[config.mk]
export PLATFORM = sky130hd
export DESIGN_NAME = questao9_solver
export DESIGN_NICKNAME = d
export VERILOG_FILES = /design/src/rtl/questao9_pkg.sv /design/src/rtl/questao9_eval.sv /design/src/rtl/questao9_solver.sv
export SDC_FILE = /design/constraint.sdc
export NUM_CORES = 1
export LEC_CHECK = 0
export BUFFER_PORTS_ARGS = -buffer_cell sky130_fd_sc_hd__buf_2
export CAP_MARGIN = 10
export CORE_ASPECT_RATIO = 0.7
export CORE_MARGIN = 2
export CORE_UTILIZATION = 48
export DETAILED_ROUTE_END_ITERATION = 6
export PLACE_DENSITY_LB_ADDON = 0.08
export SKIP_LAST_GASP = 1
export SYNTH_ARGS = -nofsm -noshare
export SYNTH_HDL_FRONTEND = slang
export SYNTH_SLANG_ARGS = --single-unit
[constraint.sdc]
create_clock -name clk -period 2 [get_ports clk]
set_clock_uncertainty 0.15 [all_clocks]
set_input_delay 0.2 -clock clk [delete_from_list [all_inputs] [get_ports clk]]
set_output_delay 0.2 -clock clk [all_outputs]
set_load 0.005 [all_outputs]
[src/rtl/questao9_pkg.sv]
// questao9 solver shared types and constants.
// State encoding, index/operand widths, full-sweep solution count.
package questao9_pkg;

  localparam int IDX_W      = 6;
  localparam int OP_W       = 3;
  localparam int N_SOL_FULL = 9;

  typedef enum logic [1:0] {
    IDLE = 2'd0,
    SCAN = 2'd1,
    HOLD = 2'd2,
    DONE = 2'd3
  } state_e;

endpackage

[src/rtl/questao9_eval.sv]
// questao9 gate network, purely combinational.
// Ports: A[3:1], B[3:1] operands in; match out (Saida).
module questao9_eval
  import questao9_pkg::*;
(
  input  logic [OP_W:1] A,
  input  logic [OP_W:1] B,
  output logic          match
);

  assign match = (A[1] | B[1])
               & ~(A[2] & B[2])
               & ~(A[3] | B[3]);

endmodule

[src/rtl/questao9_solver.sv]
// questao9 solver: sweeps idx 0..LAST_IDX, streams matching A/B pairs.
// Ports: clk, rst_n, start, ready in; A, B, valid, busy, done, total out.
// Optional QSOLVER_COUNT_EN builds the solution counter on total.
module questao9_solver
  import questao9_pkg::*;
#(
  parameter int unsigned LAST_IDX = 63
) (
  input  logic          clk,
  input  logic          rst_n,
  input  logic          start,
  output logic [OP_W:1] A,
  output logic [OP_W:1] B,
  output logic          valid,
  input  logic          ready,
  output logic          busy,
  output logic          done,
  output logic [3:0]    total
);

  localparam logic [IDX_W-1:0] LAST = IDX_W'(LAST_IDX);

  state_e           state_q;
  logic [IDX_W-1:0] idx_q;
  logic [OP_W:1]    a_q;
  logic [OP_W:1]    b_q;
  logic             valid_q;
  logic             busy_q;
  logic             done_q;
  logic             hit;
  logic             last;

  questao9_eval u_eval (
    .A     (idx_q[5:3]),
    .B     (idx_q[2:0]),
    .match (hit)
  );

  assign last = (idx_q == LAST);

  always_ff @(posedge clk or negedge rst_n) begin
    if (!rst_n) begin
      state_q <= IDLE;
      idx_q   <= '0;
      a_q     <= '0;
      b_q     <= '0;
      valid_q <= 1'b0;
      busy_q  <= 1'b0;
      done_q  <= 1'b0;
    end else begin
      done_q <= 1'b0;
      unique case (state_q)
        IDLE: begin
          if (start) begin
            state_q <= SCAN;
            idx_q   <= '0;
            busy_q  <= 1'b1;
          end
        end
        SCAN: begin
          if (hit) begin
            a_q     <= idx_q[5:3];
            b_q     <= idx_q[2:0];
            valid_q <= 1'b1;
            state_q <= HOLD;
          end else if (last) begin
            state_q <= DONE;
            busy_q  <= 1'b0;
            done_q  <= 1'b1;
          end else begin
            idx_q <= idx_q + 6'd1;
          end
        end
        HOLD: begin
          if (valid_q && ready) begin
            valid_q <= 1'b0;
            if (last) begin
              state_q <= DONE;
              busy_q  <= 1'b0;
              done_q  <= 1'b1;
            end else begin
              idx_q   <= idx_q + 6'd1;
              state_q <= SCAN;
            end
          end
        end
        DONE: begin
          state_q <= IDLE;
        end
        default: begin
          state_q <= IDLE;
        end
      endcase
    end
  end

  assign A     = a_q;
  assign B     = b_q;
  assign valid = valid_q;
  assign busy  = busy_q;
  assign done  = done_q;

`ifdef QSOLVER_COUNT_EN
  logic [3:0] total_q;

  always_ff @(posedge clk or negedge rst_n) begin
    if (!rst_n) begin
      total_q <= '0;
    end else if (state_q == IDLE && start) begin
      total_q <= '0;
    end else if (state_q == HOLD && valid_q && ready) begin
      total_q <= total_q + 4'd1;
    end
  end

  assign total = total_q;
`else
  assign total = 4'd0;
`endif

endmodule

Word-level counts from Yosys, hierarchy flattened:

Index checks and enable logic that the tools add are counted.

* output and inout bits: 13
* logic and storage cells: 55
* bits of input ports: 4
* flip-flop bits (word level): 17

* reduce and logical (&&, ||, !) cells: 8
* equality and inequality tests: 9
* muxes and demuxes: 23
* bitwise logic cells: 7
* add/subtract/negate cells: 1

Operators by type and width (count)
* $mux 6: 4
* $pmux 6 s3: 1
* $mux 2: 5
* $mux 1: 9
* $ne 2x2->1 const B: 4
* $pmux 2 s4: 1
* $add 6x1->6 const B: 1
* $eq 6x6->1 const B: 1
* $reduce_and 3->1: 2
* $eq 2x2->1 const B: 2
* $pmux 1 s2: 2
* $reduce_and 4->1: 1
* $and 1x1->1: 3
* $ne 3x3->1 const B: 1
* $pmux 1 s3: 1
* $reduce_bool 3->1: 1
* $eq 2x1->1 const B: 1
* $logic_not 2->1: 1
* $not 1->1: 2
* $or 1x1->1: 2
* $reduce_and 2->1: 1
* $reduce_bool 2->1: 1
* $logic_and 1x1->1: 1

Longest topological paths before layout:

Gate-level depths: netlist of the first run.

* word-level depth: 6
* depth in mapped cells: 7
* depth with buffers taken out: 6

Hierarchy:

A second synthesis of the first run with hierarchy kept.

* cell total of the unflattened synthesis: 89
* area total of the unflattened synthesis: 948.4 µm²

Modules (own cells, without submodules)
* questao9_solver: area an instance 929.6 µm², times used 1, cells each 87, sequential area each 425.4 µm²
* questao9_eval: area an instance 18.8 µm², times used 1, cells each 2, sequential area each 0.0 µm²

Worst setup path after synthesis of the first run:

Ideal clock, no wire load.

* path kind: flip-flop to flip-flop
* start: register idx_q[1]
* end: register idx_q[1]
* clock period less this slack: 1938 ps
* setup slack: 62 ps
* path buffers: 2
* arrival: 1666 ps
* cell stages (with the launch flop): 7
* library setup time: 122 ps
* required time: 1728 ps
* path through: dfrtp_1 > a211o_1 > or3b_1 > buf_2 > and2_4 > buf_6 > a32o_1

* longest elaborated chain between the ends: 6
* elaborated cells between the ends (all ways): 12
* classes of those cells: 1 x add/sub; 2 x eq/ne; 4 x mux; 4 x bitwise; 1 x reduce/logical

RTL lines
* start, declared: line questao9_solver.sv:24 `logic [IDX_W-1:0] idx_q;`
* start signal, assigned: line questao9_solver.sv:71 `idx_q <= idx_q + 6'd1;`
* start signal, assigned: line questao9_solver.sv:82 `idx_q <= idx_q + 6'd1;`
* parallel branches: the longest is 6 deep, another holds $add 6x1->6

Several ways; the timed one is not identified. The select of a mux whose other input is x is not followed.
A chain may end at the register's enable or synchronous reset.

Worst setup path after layout of the first run:

* start: register idx_q[4]
* end: register idx_q[1]

* longest elaborated chain between the ends: 6
* elaborated cells between the ends (all ways): 11
* classes of those cells: 2 x eq/ne; 4 x mux; 4 x bitwise; 1 x reduce/logical

RTL lines
* $and 1x1->1: line questao9_eval.sv:12 `& ~(A[2] & B[2])`
* $not 1->1: line questao9_eval.sv:12
* $and 1x1->1: line questao9_eval.sv:12
* $and 1x1->1: line questao9_eval.sv:13 `& ~(A[3] | B[3]);`
* $ne 2x2->1 (no line)
* $reduce_and 4->1 (no line)

Parallel ways exist; a longest one is shown, timed or not. The select of a mux whose other input is x is not followed.

==> results by group, run 1 <==
STA
  – Final period utilization: between 90% and 100%
  – Final hold violations: 0
  – Final Setup Violations: 0
  – Final worst slack: 53.44 ps
  – Min Tclk post-route: 1947 ps
  – Max frequency: 513.7 MHz
  – RSZ-0062 raised after global routing: false
  – Max-slew violation count: 0
  – Final TNS setup: 0 ps

Critical path
  – Setup crit end kind: flip-flop
  – Critical Path Fanout Max: 8
  – Worst r2r src: idx_q[4]$_DFFE_PN0P_
  – CP Class: reg -> reg
  – Startpoint types: flip-flop
  – CP startpoint: idx_q[4]$_DFFE_PN0P_
  – Critical Path RT: about 2000 ps
  – Arrival @ worst endpoint: 1990 ps

Place
  – GP Congestion: 0.8405
  – Port buffer count: 12
  – Pre-CTS setup slack: slightly above 70 ps
  – Placed cell areas: just over 1000 um^2
  – HPWL after DPL: 1.345 mm

Layout
  – Fillers: approximately 170
  – Share of cells above drive strength 1: about 22%
  – Synth-to-layout area growth: 13.11%
  – Multi-input logic area: about 460 um^2
  – Antenna Diode Count: 0
  – Reg area: 425.4 um^2
  – NumNets Final: 124
  – Cell area after layout: 1069 um^2
  – Post-Route Utilization: roughly 58%
  – Most common cell after layout, fill and taps aside: dfrtp_1
  – Most frequent cells in the layout: 17 x dfrtp_1, 12 x buf_2, 7 x nand3_1

Drt
  – Drt total wl: 1.859 mm
  – Routed wire per std cell: 13.77 um
  – DRC viols: 0
  – Drt initial violations: 13
  – Antenna Violating Nets Remaining: 0
  – Detailed Routing Iterations Pass 1: 4
  – DR vias: between 700 and 800
  – Via/cell ratio: slightly below 6

Yosys
  – Sequential share of the synthesized area: 45.03%
  – Yosys warns: 0
  – Post-synth cell types: 34
  – Syn_area_per_cell: between 9 and 10 um^2
  – Synth Register Bits: 17
  – Post-synthesis instance total: 95
  – Synthesized area: 944.7 um^2

Floorplan
  – Core ar.: 1854 um^2
  – Row count: 13
  – Die width: around 57 um
  – Starting density of the core: 50.94%
  – Io pins: 17
  – Die Y: 41.12 um
  – Die ar.: 2345 um^2

Worst hold path
  – Hold path startpoint: ready
  – Hold crit path type: in -> reg

Clocking
  – CTS tree: done
  – CTS root buf: clkbuf_4
  – Postcts setup bufs: 0
  – Clock Tree Buf Depth: 2
  – H-Tree Depth: 1
  – Num Clock Sinks: 17
  – CTS clk-pin slew, worst paths: 100 ps
  – Clk_lat worst skew: 300 ps
  – CTS buffer count: 3

Outcome
  – Status: finished, final reports clean

Pwr
  – Peak supply drop: 0.6438 mV
  – Pleak: approximately 0.00054 uW
  – Pwr Density: about 1400 nW/um^2

Global route
  – Global-route wire length before repair: 2.877 mm
  – Vias in the first global route: 614
  – GRT Util Overall: 17.56%
  – Largest net degree at the start of global routing: 18
  – Gr ovfl total: 0
  – Initial antenna violation count: 0

Flow run
  – Max Cap Viol: 0
## path summary, 6_finish.rpt
kind / depth (start not counted) / slack (ps) / endpoint
worst max-delay path: 4 / 50 / idx_q[1]$_DFFE_PN0P_
worst min-delay path: 3 / 40 / done$_DFF_PN0_
worst max register to register: 4 / 50 / idx_q[1]$_DFFE_PN0P_
worst min register to register: 1 / 340 / A[3]$_DFFE_PN0P_
max in group asynchronous: 2 / 1240 / valid$_DFFE_PN0P_
min in group asynchronous: 2 / 190 / idx_q[2]$_DFFE_PN0P_
## metrics by stage
stage                     power [uW]  instances  hold WS [ps]
after floorplan                 1076         98        -245.6
after global placement          1256        130        -15.91
after detailed placement        1274        130        -10.03
after CTS                       1466        135         26.87
after global routing            1588        135         27.49
final                           1465        135         39.86
## cell families (layout without fill, tap and decap cells)
group	Yosys count	in the layout	synth area share, %
multiplexers	3	3	3.576
other	1	4	0.3970
buffers and inverters	12	27	7.284
AND/OR/NAND/NOR	28	28	15.50
AO/OA/AOI/OAI	28	28	20.27
flip-flops	17	17	45.03
adder cells (fa/ha/maj)	6	6	7.947
## report_power, final
group          internal [uW]  switching [uW]
Sequential               421            63.9
Combinational            347             445
Clock                   74.6             113
Total                    843             622
## worst max-delay path: stages (launching register included)
cell	delay, ps
dfrtp_1	430
a211o_1	280
or3b_1	500
and2_4	230
a32o_1	250
## routing by layer
metal | vias up | global-route usage [%] | share of wire [%]
met3 | 4 | 6.625 | 7.6
met2 | 36 | 26.44 | 42
met5 | - | 0 | 0
li1 | 374 | - | -
met1 | 364 | 22.61 | 49
met4 | 0 | 8.721 | 1.6
## registers in the layout (all words and copies together) (netlist names)
signal and cells:
idx_q 6, A 3, B 3, state_q 2
busy 1, done 1, valid 1
## final cells by class
cell class	count	share of cell area (%)
Tap cell	22	2.576
Clock buffer	3	2.108
Sequential cell	17	39.81
Inverter	5	1.756
Timing Repair Buffer	18	10.07
Multi-Input combinational cell	69	43.21
Clock inverter	1	0.4684
## synthesized netlist by cell type
cell type / number / share of area (%)
o2bb2ai_1: 1 / 0.93
nand3_1: 7 / 3.7
a21oi_1: 6 / 3.2
clkbuf_1: 1 / 0.40
o41ai_1: 1 / 0.93
o211ai_1: 1 / 0.79
and2_1: 3 / 2.0
o21ai_1: 1 / 0.53
buf_4: 4 / 3.2
conb_1: 1 / 0.40
or3b_1: 1 / 0.93
ha_1: 6 / 7.9
a31o_1: 1 / 0.93
mux2_1: 1 / 1.2
mux2_2: 2 / 2.4
o21ai_0: 4 / 2.1
inv_1: 5 / 2.0
nor2b_1: 1 / 0.66
a211o_1: 1 / 0.93
o22a_1: 1 / 0.93
o21a_1: 1 / 0.79
nor2_1: 5 / 2.0
buf_2: 1 / 0.53
nand4_1: 1 / 0.66
a22o_1: 2 / 1.9
dfrtp_1: 17 / 45
and4_1: 1 / 0.93
a31oi_1: 6 / 4.0
a211oi_2: 1 / 1.3
buf_6: 1 / 1.2
and2_4: 1 / 0.93
a32o_1: 1 / 1.1
nand2_1: 6 / 2.4
and3_1: 2 / 1.3
## timing repair
item / in CTS / in global routing
resized for setup: 0 / 0
hold buffers: 1 / 0
hold endpoints to repair: 17 / 0
Power figures use the tool's default switching activity.
==> run 2: changes to the inputs <==
--- a/config.mk
+++ b/config.mk
@@ -5,7 +5,7 @@
 export SDC_FILE = /design/constraint.sdc
 export NUM_CORES = 1
 export LEC_CHECK = 0
-export BUFFER_PORTS_ARGS = -buffer_cell sky130_fd_sc_hd__buf_2
+export BUFFER_PORTS_ARGS = -buffer_cell sky130_fd_sc_hd__buf_4
 export CAP_MARGIN = 10
 export CORE_ASPECT_RATIO = 0.7
 export CORE_MARGIN = 2
==> run 2 against run 1 <==
Sequential cell count unchanged. Critical path type unchanged. Global-route usage increased by 0.18 points. Largest cell class unchanged. Via count decreased by 0.39%. Routed wire length increased by 2.7%. Critical path depth increased by 1. Clock power about the same. Sequential share of layout area decreased by 1.9 points. Cell count increased by 2.2%. Utilization increased by 2.8 points. Final area increased by 4.9%.
==> results by group, run 2 (same netlist as run 1, synthesis figures left out) <==
Place
  – GP Congestion: 0.8640
  – Placed cells: 133
  – Port buffer count: 12
  – HPWL after DPL: about 1.4 mm
  – Pre-CTS setup slack: between 150 and 200 ps

Drt
  – Drt initial violations: 32
  – Antenna Violating Nets Remaining: 0
  – DRC viols: 0
  – Detailed Routing Iterations Pass 1: 4
  – DR vias: 775
  – Drt total wl: around 1.9 mm
  – Routed wire per std cell: roughly 14 um
  – Via/cell ratio: 5.616

Critical path
  – Critical Path RT: 2020 ps
  – Arrival @ worst endpoint: 1880 ps
  – Setup crit end kind: flip-flop
  – CP Class: reg -> reg
  – Critical Path Fanout Max: 7
  – R2R Setup Slk: between 100 and 150 ps
  – Startpoint types: flip-flop

Global route
  – Vias in the first global route: 630
  – Global-route wire length before repair: 2.960 mm
  – GRT Util Overall: about 18%
  – Largest net degree at the start of global routing: 18
  – Initial antenna violation count: 0
  – Gr ovfl total: 0

Layout
  – Final cell count without fillers: 138
  – Antenna Diode Count: 0
  – NumNets Final: approximately 130
  – Synth-to-layout area growth: 18.68%
  – Most frequent cells in the layout: 20 x buf_4, 17 x dfrtp_1, 7 x nand3_1
  – Number of flip-flops in the largest register: 6
  – Share of cells above drive strength 1: 24.14%
  – Most common cell after layout, fill and taps aside: buf_4
  – Most flops, register: idx_q

Pwr
  – Tot Pwr: 1494 uW
  – Pleak: 0.0005562 uW
  – Pwr Density: 1333 nW/um^2
  – Peak supply drop: 0.8200 mV

Floorplan
  – Row count: 13
  – Die ar.: 2345 um^2
  – Io pins: 17
  – Starting density of the core: around half
  – Die width: 57.03 um
  – Core ar.: 1854 um^2
  – Die Y: about 41 um

Worst hold path
  – Hold crit path type: in -> reg

Clocking
  – CTS root buf: clkbuf_4
  – CTS buffer count: 3
  – Clock Tree Buf Depth: 2
  – Postcts setup bufs: 0
  – H-Tree Depth: 1
  – # hold bufs at CTS: 1
  – CTS tree: done
  – Cts repair resizes: 0
  – CTS clk-pin slew, worst paths: 100 ps
  – Num Clock Sinks: 17
  – Clk_lat worst skew: ~290 ps

Outcome
  – Status: finished, final reports clean

STA
  – Min Tclk post-route: 1860 ps
  – Final hold violations: 0
  – Final period utilization: 92.99%
  – Max-slew violation count: 0
  – Max frequency: 537.7 MHz
  – RSZ-0062 raised after global routing: false
  – Final TNS setup: 0 ps
  – Final Setup Violations: 0
  – Final worst slack: 140.2 ps

Flow run
  – Max Cap Viol: 0
-- run 2: worst max-delay path, stage by stage (launching register included) --
cell and delay [ps]:
dfrtp_1 410, a211o_1 300, or3b_1 420, buf_4 190, a31oi_1 190, a21oi_1 90
-- run 2: final timing paths --
kind | start | end | cells after the start
worst max-delay path | idx_q[2]$_DFFE_PN0P_ | idx_q[2]$_DFFE_PN0P_ | 5
worst min-delay path | ready | done$_DFF_PN0_ | 3
worst max register to register | idx_q[2]$_DFFE_PN0P_ | idx_q[2]$_DFFE_PN0P_ | 5
worst min register to register | A[3]$_DFFE_PN0P_ | A[3]$_DFFE_PN0P_ | 1
max in group asynchronous | rst_n | idx_q[2]$_DFFE_PN0P_ | 2
min in group asynchronous | rst_n | A[2]$_DFFE_PN0P_ | 2
-- run 2: layout make-up --
class                           count  area [um^2]
Clock buffer                        3        22.52
Tap cell                           22        27.53
Multi-Input combinational cell     69        461.7
Timing Repair Buffer               21        160.2
Clock inverter                      1        5.005
Sequential cell                    17        425.4
Inverter                            5        18.77
Fill cell                         162        733.2
-- run 2: routing by layer --
layer	global-route usage, %	up-vias	routed length (um)
met5	0	-	0
met4	6.395	0	8
met3	7.571	2	120
met2	25.29	28	831
met1	24.00	368	949
li1	-	377	-
-- run 2: per-stage QoR --
step | hold slack, ps | util, % | area (um^2)
6_report | 51.19 | 60.46 | 1121
2_1_floorplan | -245.6 | - | 955.9
3_5_place_dp | -74.08 | 58.43 | 1084
3_3_place_gp | -79.36 | 58.43 | 1084
4_1_cts | 43.52 | 60.46 | 1121
5_1_grt | 41.16 | 60.46 | 1121
-- run 2: where the power goes --
group / total [uW] / switching (uW) / internal (uW)
sequential: 488 / 66.3 / 421
clock: 185 / 111 / 74.5
combinational: 822 / 447 / 375
total: 1490 / 624 / 871
==> run 3: changes to the inputs <==
--- a/config.mk
+++ b/config.mk
@@ -7,7 +7,6 @@
 export LEC_CHECK = 0
 export BUFFER_PORTS_ARGS = -buffer_cell sky130_fd_sc_hd__buf_4
 export CAP_MARGIN = 10
-export CORE_ASPECT_RATIO = 0.7
 export CORE_MARGIN = 2
 export CORE_UTILIZATION = 48
 export DETAILED_ROUTE_END_ITERATION = 6
==> run 3 against run 2 <==
Final area decreased by 1.5%. Sequential cell count did not move. Count of clock-buffer cells in the layout grew 1. Register-to-register slack worse by 50 ps. Maximum frequency down 2.5%. Worst hold slack got worse by 15 ps. Global-route usage grew 1.5 points. Critical path type unchanged. Critical endpoint is now A[2]$_DFFE_PN0P_. Largest cell class unchanged. Largest power group unchanged. Highest routed layer unchanged.
==> results by group, run 3 (same netlist as run 1, synthesis figures left out) <==
Layout
  – Post-Route Utilization: 58.09%
  – Most frequent cells in the layout: 17 x buf_4, 16 x dfrtp_1, 7 x nand3_1
  – Final cell count without fillers: 140
  – Most flops, register: idx_q
  – NumNets Final: 124
  – Antenna Diode Count: 0
  – Synth-to-layout area growth: 16.95%
  – Number of flip-flops in the largest register: 6
  – Share of cells above drive strength 1: ~23%
  – Most common cell after layout, fill and taps aside: buf_4

Flow run
  – Max Cap Viol: 0

Floorplan
  – Die Y: 48.36 um
  – Die ar.: 2339 um^2
  – Starting density of the core: 49.67%
  – Die width: 48.36 um
  – Io pins: 17
  – Row count: 16
  – Core ar.: 1902 um^2

STA
  – Max frequency: between 500 and 600 MHz
  – RSZ-0062 raised after global routing: false
  – Max-slew violation count: 0
  – Final Setup Violations: 0
  – Final hold violations: 0
  – Final worst slack: 92.76 ps
  – Final TNS setup: 0 ps
  – Final period utilization: 95.36%
  – Min Tclk post-route: 1907 ps

Pwr
  – Pwr Density: 1362 nW/um^2
  – Gate power share: between 50 and 60%
  – Register share of total power: about a third
  – Pleak: 0.0005362 uW
  – Psw: 639.8 uW
  – P_int: 865.1 uW
  – Switching share of power: 42.51%
  – Peak supply drop: 0.8385 mV
  – Clock Power Share: 12.5%

Critical path
  – Critical Path Fanout Max: 11
  – Critical Path RT: 2040 ps
  – Setup crit end kind: flip-flop
  – Worst-case reg-to-reg path depth: 4
  – CP startpoint: idx_q[4]$_DFFE_PN0P_
  – CP Class: reg -> reg
  – Arrival @ worst endpoint: 1950 ps
  – Worst r2r src: idx_q[4]$_DFFE_PN0P_
  – Startpoint types: flip-flop

Drt
  – Uppermost layer routed: met4
  – Detailed Routing Iterations Pass 1: 4
  – Met3 wire len: approximately 90 um
  – DR vias: 778
  – Antenna Violating Nets Remaining: 0
  – Via/cell ratio: approximately 5.6
  – DRC viols: 0
  – Routed wire per std cell: 14.54 um
  – Wire length on met2: 987 um
  – Met1 WL: around 940 um
  – Drt initial violations: 25
  – Drt total wl: 2.035 mm

Clocking
  – CTS tree: done
  – Clock Tree Buf Depth: 2
  – CTS root buf: clkbuf_4
  – Clk_lat worst skew: 290 ps
  – H-Tree Depth: 1
  – CTS clk-pin slew, worst paths: 100 ps
  – Num Clock Sinks: 17
  – CTS buffer count: 3

Place
  – HPWL after DPL: 1.503 mm
  – GP Congestion: 0.8138
  – Port buffer count: 12
  – Placed cells: 135
  – Pre-CTS setup slack: ~81 ps

Worst hold path
  – Hold path cells: 3
  – Hold path startpoint: ready
  – Hold crit path type: in -> reg

Outcome
  – Status: finished, final reports clean

Global route
  – GRT Util Overall: around a fifth
  – Global-route wire length before repair: 3.512 mm
  – Initial antenna violation count: 0
  – Largest net degree at the start of global routing: 18
  – Vias in the first global route: 731
  – Gr ovfl total: 0
run 3: changes by cell type in the layout (fill, tap and decap cells not counted), sizes merged:
cell | previous run | this run
buf | 20 | 17
clkbuf | 3 | 4
clkinv | 1 | 0
run 3: power groups by stage:
stage | Sequential (uW) | Clock, uW | Combinational, uW
global placement | 492 | 0 | 798
CTS | 486 | 193 | 825
detailed placement | 492 | 0 | 817
finish | 491 | 188 | 826
floorplan | 503 | 0 | 573
global route | 504 | 213 | 919
run 3: cell type report:
type                       instances  area (um^2)
multi-input combinational         69        461.7
clock buffer                       4        26.28
timing repair buffer              18        137.6
inverter                           5        18.77
sequential                        17        426.7
fill                             172        797.0
tap                               27        33.78
run 3: through the flow:
step	hold slack (ps)	instance area [um^2]	total power (uW)
5_1_grt	41.84	1105	1636
3_5_place_dp	-71.60	1067	1309
6_report	36.44	1105	1505
4_1_cts	33.56	1104	1504
2_1_floorplan	-245.6	955.9	1076
3_3_place_gp	-77.19	1067	1290
run 3: worst max-delay path, cell delays in order (launching register included):
cell,delay (ps)
dfrtp_1,430
a211o_1,280
or3b_1,450
buf_4,220
mux2_2,280
run 3: worst paths after layout:
kind	endpoint	slack, ps
max	A[2]$_DFFE_PN0P_	90
min	done$_DFF_PN0_	40
max reg2reg	A[2]$_DFFE_PN0P_	90
min reg2reg	B[3]$_DFFE_PN0P_	360
max in group asynchronous	state_q[0]$_DFFE_PN0P_	1340
min in group asynchronous	A[2]$_DFFE_PN0P_	150
run 3: timing repair:
item / 4_1_cts / 5_1_grt
endpoints found under the setup margin: 0 / 4
gates resized for setup: 0 / 2
hold buffers: 1 / 0
hold endpoints to repair: 17 / 0
buffers inserted: 0 / 0
run 3: per-layer routing:
layer / GRT usage (%) / vias to the layer above
met5: 0 / -
met4: 4.762 / 0
met3: 4.630 / 4
met2: 30.56 / 27
met1: 26.71 / 371
li1: - / 376
